### config.mk
export PLATFORM = sky130hd
export DESIGN_NAME = alu_cmd_sequencer
export DESIGN_NICKNAME = d
export VERILOG_FILES = /design/src/rtl/alu_cmd_sequencer.sv
export SDC_FILE = /design/constraint.sdc
export NUM_CORES = 1
export LEC_CHECK = 0
export ABC_AREA = 1
export ABC_CLOCK_PERIOD_IN_PS = 3200
export CAP_MARGIN = 20
export CORE_MARGIN = 2
export CORE_UTILIZATION = 35
export DETAILED_ROUTE_END_ITERATION = 6
export PLACE_DENSITY = 0.63
export SYNTH_ARGS = -nofsm -noshare
export SYNTH_HDL_FRONTEND = slang
export SYNTH_SLANG_ARGS = --single-unit
### constraint.sdc
create_clock -name clk -period 3.2 [get_ports clk]
set_clock_uncertainty 0.05 [all_clocks]
set_input_delay 0.64 -clock clk [delete_from_list [all_inputs] [get_ports clk]]
set_output_delay 0.64 -clock clk [all_outputs]
set_load 0.02 [all_outputs]
### src/rtl/alu_cmd_sequencer.sv
// alu_cmd_sequencer: serialises one ALU command as strobed nibbles,
// waits the result latency, and returns the sampled result and flags.
module alu_cmd_sequencer #(
   parameter int          STROBE_LEN = 1,
   parameter int          GAP_LEN    = 1,
   parameter int          RESULT_LAT = 2,
   parameter logic [15:0] UNARY_MASK = 16'h0000
) (
   input  logic       clk,
   input  logic       reset,
   input  logic       cmd_valid,
   output logic       cmd_ready,
   input  logic [3:0] cmd_opcode,
   input  logic [3:0] cmd_a,
   input  logic [3:0] cmd_b,
   output logic       rsp_valid,
   input  logic       rsp_ready,
   output logic [3:0] rsp_result,
   output logic [3:0] rsp_flags,
   output logic       busy,
   output logic [3:0] alu_data,
   output logic       alu_process,
   input  logic [3:0] alu_result,
   input  logic [3:0] alu_flags
);
   localparam int MAXSG = STROBE_LEN > GAP_LEN ? STROBE_LEN : GAP_LEN;
   localparam int MAXL  = MAXSG > RESULT_LAT ? MAXSG : RESULT_LAT;
   localparam int CW    = $clog2(MAXL + 1);

   typedef enum logic [2:0] {IDLE, SEND, GAP, WAIT, RESP} state_t;

   state_t        state, state_n;
   logic [CW-1:0] cnt, cnt_n;
   logic [1:0]    idx, idx_n;
   logic [3:0]    op, a, b, nib;
   logic          accept, last, sample;

   generate
      if (STROBE_LEN < 1 || GAP_LEN < 1 || RESULT_LAT < 1) begin : g_bad_cfg
         $error("alu_cmd_sequencer: STROBE_LEN, GAP_LEN and RESULT_LAT must be >= 1");
      end
   endgenerate

   assign cmd_ready   = (state == IDLE) & reset;
   assign accept      = cmd_valid & cmd_ready;
   assign nib         = idx == 2'd0 ? op : idx == 2'd1 ? a : b;
   assign last        = (idx == 2'd2) | ((idx == 2'd1) & UNARY_MASK[op]);
   assign sample      = (state == WAIT) & (cnt == '0);
   assign alu_process = state == SEND;
   assign alu_data    = alu_process ? nib : 4'h0;
   assign rsp_valid   = state == RESP;
   assign busy        = state != IDLE;

   // Counter reloads on every state entry and only counts down while nonzero.
   always_comb begin
      state_n = state;
      cnt_n   = cnt != '0 ? cnt - 1'b1 : cnt;
      idx_n   = idx;
      case (state)
         IDLE: if (accept) begin
            state_n = SEND;
            cnt_n   = CW'(STROBE_LEN - 1);
            idx_n   = 2'd0;
         end
         SEND: if (cnt == '0) begin
            state_n = last ? WAIT : GAP;
            cnt_n   = last ? CW'(RESULT_LAT - 1) : CW'(GAP_LEN - 1);
         end
         GAP: if (cnt == '0) begin
            state_n = SEND;
            cnt_n   = CW'(STROBE_LEN - 1);
            idx_n   = idx + 2'd1;
         end
         WAIT: if (cnt == '0) state_n = RESP;
         RESP: if (rsp_ready) state_n = IDLE;
         default: state_n = IDLE;
      endcase
   end

   always_ff @(posedge clk or negedge reset) begin
      if (!reset) begin
         state <= IDLE;
         cnt   <= '0;
         idx   <= 2'd0;
      end else begin
         state <= state_n;
         cnt   <= cnt_n;
         idx   <= idx_n;
      end
   end

   always_ff @(posedge clk or negedge reset) begin
      if (!reset) begin
         op <= 4'h0;
         a  <= 4'h0;
         b  <= 4'h0;
      end else if (accept) begin
         op <= cmd_opcode;
         a  <= cmd_a;
         b  <= cmd_b;
      end
   end

   always_ff @(posedge clk or negedge reset) begin
      if (!reset) begin
         rsp_result <= 4'h0;
         rsp_flags  <= 4'h0;
      end else if (sample) begin
         rsp_result <= alu_result;
         rsp_flags  <= alu_flags;
      end
   end
endmodule

==> impl_metrics.yaml, run 1 <==
logic_synthesis:
  synth_edf_count: 0
  postSynth.asyncResetShare: 1.00
  synth.most_common_cell: "nand2_1"
  synth_top_flop_cell: "dfrtp_1"
  syn_nets: 193
  synthCells: 166
  syn_avg_cell_area_um2: 8.25
  synth_cell_types: 22
  yosys_warnings: 0
  ys_ff_latch: 27
  synth_top_area_cell: "dfrtp_1"
  ys_seq_area_frac: 0.494
  synth_area_leaders: "dfrtp_1 49%, nand2_1 12%, inv_1 9.3%"
  synthTopCellsByCount: "44 x nand2_1, 34 x inv_1, 27 x dfrtp_1"
  synthesis.area_um2: 1370
  synth_top_area_frac: 0.494
cts:
  htreeDepth: 1
  clkSlewWorstSetupHoldPaths_ns: 0.09
  cts-resized-gates: 0
  cts.sinks: 27
  hold_buffers: 0
  numCtsBuffers: 3
  post_cts_buffers: 0
  insertion_delay_ns: 0.27
  cts_tree: "built"
  root_buffer: "clkbuf_8"
  clockBufferDepth: 2
floorplanning:
  pin_count: 40
  core_um2: 3720
  die_y_um: 66.5
  fp-row-count: 22
  die_x_um: 66.5
  fp.dieArea_um2: 4430
  initial_core_util: 0.368
timing:
  fmax_mhz: 365
  setup_viol: 0
  hold_ws_ns: 0.436
  tightest_slew_ns: 0.400
  drv_slew: 0
  slew_headroom: 0.733
  finalSetupTns_ns: 0
  finalHoldViolCount: 0
  min_period_ns: 2.74
  fin_crit_sh: 0.856
  rsz0062_at_grt: "no"
  fin_ws_ns: 0.461
place:
  place_ws_ns: 0.587
  dpl.hpwl_um: 2070
  finalWeightedCongestion: 0.796
  portBuffers: 39
layout:
  diodes: 0
  final-seq-area_um2: 676
  multiInputGateArea_um2: 541
  drive_gt1_frac: 0.0918
  layout.nets: 235
  fill_cells: 388
  areaGrowthSynthToFinish_pct: 35.2
worst_setup_path:
  end_kind: "output port"
  rr_worst_depth: 6
  crit_chain: "nor2_1 -> nand2_1 -> inv_1 -> o21ai_0 -> a31oi_1 -> clkdlybuf4s50_1"
  reg2reg_slack_ns: 1.65
  critPathLaunchType: "flip-flop"
  required_ns: 2.51
  path_max_fanout: 6
  timing.rr.end: "cnt[0]"
  arrival_ns: 2.05
  slowest_stage: "clkdlybuf4s50_1"
  crit_type: "reg -> out"
  crit_path_max_incr_delay_ns: 0.64
  worstReg2RegStart: "state[1]"
global_route:
  grt_pass1_wl_um: 4840
  grt_start_max_net_pins: 29
  grt_pass1_vias: 1185
  grt.overflow.total: 0
  grt_usage: 0.140
  antenna_found_initial: 0
worst_hold_path:
  min_from: "rsp_result[1]"
  hold_path_depth: 2
  hp-class: "reg -> reg"
  min_to: "rsp_result[1]"
route:
  drc: 0
  drt-vias-per-instance: 4.53
  drt_wl_total_um: 2700
  wl_per_cell_um: 10.6
  first_iter_violations: 52
  postRouteAntennaNets: 0
  vias: 1156
  drt-pass1-iter-count: 4
power:
  leakagePower_nw: 0.916
  p_per_area_nw_per_um2: 829
  peakVddDrop_v: 0.000347
status:
  status: "complete, no violations"
job:
  maxCapViolations: 0
[logic make-up (layout without fill, tap and decap cells)]
kind of cell,count (synthesis),after routing,synth area share
buf+inv,38,79,0.112
compound gates,36,36,0.162
flops,27,27,0.494
fa+ha+maj,3,3,0.0274
simple gates,62,62,0.206
[layout by cell type, fill, tap and decap left out, types with 2 or more instances in the layout]
cell | synthesis | final
a21oi_1 | 2 | 2
a31oi_1 | 4 | 4
clkbuf_8 | 0 | 3
clkdlybuf4s50_1 | 0 | 39
dfrtp_1 | 27 | 27
ha_1 | 3 | 3
inv_1 | 34 | 34
nand2_1 | 44 | 44
nand3_1 | 5 | 5
nand4_1 | 2 | 2
nor2_1 | 5 | 5
o21ai_0 | 8 | 8
o21ai_1 | 12 | 12
o21ai_2 | 9 | 9
[area by class of cell]
type | count | share of cell area
multi-input combinational | 101 | 0.292
sequential | 27 | 0.365
timing repair buffer | 40 | 0.215
clock buffer | 4 | 0.0243
inverter | 35 | 0.0710
tap | 48 | 0.0325
[how the worst max path moves through the flow]
stage	from	endpoint	cells past startpoint
4_1_cts	state[1]	alu_data[1]	6
2_1_floorplan	state[1]	alu_data[0]	5
3_5_place_dp	reset	cmd_ready	4
6_report	state[1]	alu_data[1]	6
3_3_place_gp	reset	cmd_ready	4
5_1_grt	idx[0]	alu_data[1]	6
[stage by stage]
| step | util | cell area (µm²) | instances | total power (W) |
|---|---|---|---|---|
| after floorplan | - | 1370 | 166 | 0.00105 |
| after detailed placement | 0.486 | 1810 | 251 | 0.00136 |
| after CTS | 0.498 | 1850 | 255 | 0.00156 |
| after global routing | 0.498 | 1850 | 255 | 0.00167 |
| after global placement | 0.486 | 1810 | 251 | 0.00134 |
| final | 0.498 | 1850 | 255 | 0.00153 |
[where the power goes]
part	total, W	switching (W)	internal, W
Combinational	0.000767	0.000429	0.000338
Sequential	0.000576	0.0000949	0.000481
Clock	0.000192	0.000103	0.0000891
[critical path: cells and delay by family (launching register included)]
kind	cells	cell delay [ns]
buf+inv	2	0.79
flops	1	0.45
compound gates	2	0.28
simple gates	2	0.26
[flip-flops by register name, summed over array words and instances (netlist names)]
signal / count
rsp_result: 4
rsp_flags: 4
b: 4
state: 3
a: 4
idx: 2
cnt: 2
op: 4
[metal layers]
metal | share of wire | track usage
met1 | 0.46 | 0.175
met3 | 0.040 | 0.0152
met2 | 0.49 | 0.243
met4 | 0.010 | 0.0612
met5 | 0 | 0
No activity file was read; power rests on OpenSTA's default activity.
==> run 2: changes to the inputs <==
- CORE_MARGIN: 2 -> unset
==> run 2 against run 1 <==
Compared with the run above:
- utilization did not move
- routed wire length shrank 3.3%
- count of clock-buffer cells in the layout unchanged
- critical path depth stayed put
- sequential share of layout area did not move
- first-iteration DRC count is 19% lower
- clock power about the same
- fmax is 1.6% higher
- flip-flop and latch count stayed put
- hold slack worse by 0.0032 ns
- cell count unchanged
- sequential power is essentially flat
- critical path type unchanged
- critical endpoint is now alu_data[2]
- largest power group unchanged
==> impl_metrics.yaml, run 2 (synthesized netlist as in run 1, its figures left out) <==
timing:
  slew_headroom: 0.728
  fin_crit_sh: 0.842
  finalSetupTns_ns: 0
  min_period_ns: 2.70
  rsz0062_at_grt: "no"
  finalHoldViolCount: 0
  fmax_mhz: 371
  tightest_slew_ns: 0.408
  setup_viol: 0
  drv_slew: 0
power:
  peakVddDrop_v: 0.000359
  leakagePower_nw: 0.916
  p_per_area_nw_per_um2: 828
cts:
  numCtsBuffers: 3
  cts.sinks: 27
  hold_buffers: 0
  root_buffer: "clkbuf_8"
  clockBufferDepth: 2
  htreeDepth: 1
  insertion_delay_ns: 0.27
  cts-resized-gates: 0
  post_cts_buffers: 0
  cts_tree: "built"
  clkSlewWorstSetupHoldPaths_ns: 0.09
floorplanning:
  fp-row-count: 22
  initial_core_util: 0.368
  die_x_um: 64.5
  pin_count: 40
  fp.dieArea_um2: 4160
  core_um2: 3720
  die_y_um: 64.5
place:
  numPlacedInstances: 251
  finalWeightedCongestion: 0.807
  portBuffers: 39
  dpl.hpwl_um: 2040
route:
  drt_wl_total_um: 2610
  vias: 1149
  drc: 0
  drt-vias-per-instance: 4.51
  postRouteAntennaNets: 0
  wl_per_cell_um: 10.2
  drt-pass1-iter-count: 4
  first_iter_violations: 42
layout:
  final_common_cell: "nand2_1"
  fin_cells: 255
  layout.nets: 235
  fill_cells: 375
  drive_gt1_frac: 0.0918
  diodes: 0
  areaGrowthSynthToFinish_pct: 35.2
  final_cell_mix: "44 x nand2_1, 39 x clkdlybuf4s50_1, 34 x inv_1"
worst_setup_path:
  rr_worst_depth: 5
  arrival_ns: 2.01
  required_ns: 2.51
  critPathLaunchType: "flip-flop"
  path_max_fanout: 5
  end_kind: "output port"
  crit_type: "reg -> out"
global_route:
  use_met1: 0.175
  grtUsageMet3: 0.0246
  grt.overflow.total: 0
  antenna_found_initial: 0
  top_usage_layer: "met2"
  grt_usage: 0.145
  grt_pass1_wl_um: 4670
  grt_pass1_vias: 1115
  grt_use_met2: 0.247
  grt_start_max_net_pins: 29
status:
  status: "complete, no violations"
job:
  maxCapViolations: 0
worst_hold_path:
  hold_path_depth: 2
  hp-class: "reg -> reg"
[run 2: cell counts in the layout (fill, tap and decap cells not counted)]
Identical to the previous run, type by type.
[run 2: final timing paths]
check / from / end / slack, ns
max: idx[1] / alu_data[2] / 0.50
min: rsp_result[1] / rsp_result[1] / 0.43
max reg2reg: state[0] / rsp_flags[0] / 1.66
min reg2reg: rsp_result[1] / rsp_result[1] / 0.43
max in group asynchronous: reset / rsp_flags[2] / 2.11
min in group asynchronous: reset / a[3] / 0.72
[run 2: metal layers]
layer / part of all wire / vias up / wire (µm)
li1: - / 602 / -
met1: 0.47 / 521 / 1220
met2: 0.47 / 21 / 1230
met3: 0.036 / 5 / 94
met4: 0.026 / 0 / 69
met5: 0 / - / 0
[run 2: through the flow]
stage | setup slack (ns) | hold WS [ns] | instance area, µm² | power (W) | utilization
4_1_cts | 0.477 | 0.438 | 1850 | 0.00156 | 0.498
2_1_floorplan | 1.19 | 0.294 | 1370 | 0.00105 | -
6_report | 0.505 | 0.433 | 1850 | 0.00153 | 0.498
3_3_place_gp | 0.604 | 0.417 | 1810 | 0.00134 | 0.486
5_1_grt | 0.367 | 0.461 | 1850 | 0.00166 | 0.498
3_5_place_dp | 0.612 | 0.421 | 1810 | 0.00136 | 0.486
[run 2: report_power, final]
group,switching (W),leakage [nW],internal (W),total [W]
combinational,0.000430,0.551,0.000338,0.000768
sequential,0.0000925,0.342,0.000481,0.000574
clock,0.000101,0.0228,0.0000892,0.000190
[run 2: worst max-delay path, stage by stage (launching register included)]
cell             delay [ns]
dfrtp_1                0.39
inv_1                  0.07
ha_1                   0.25
inv_1                  0.14
nand2_1                0.08
a31oi_1                0.17
clkdlybuf4s50_1        0.63
[run 2: cell type report]
class / count / area (µm²) / share of cell area
timing repair buffer: 40 / 398 / 0.215
multi-input combinational: 101 / 541 / 0.292
clock buffer: 4 / 45.0 / 0.0243
tap: 48 / 60.1 / 0.0325
sequential: 27 / 676 / 0.365
inverter: 35 / 131 / 0.0710
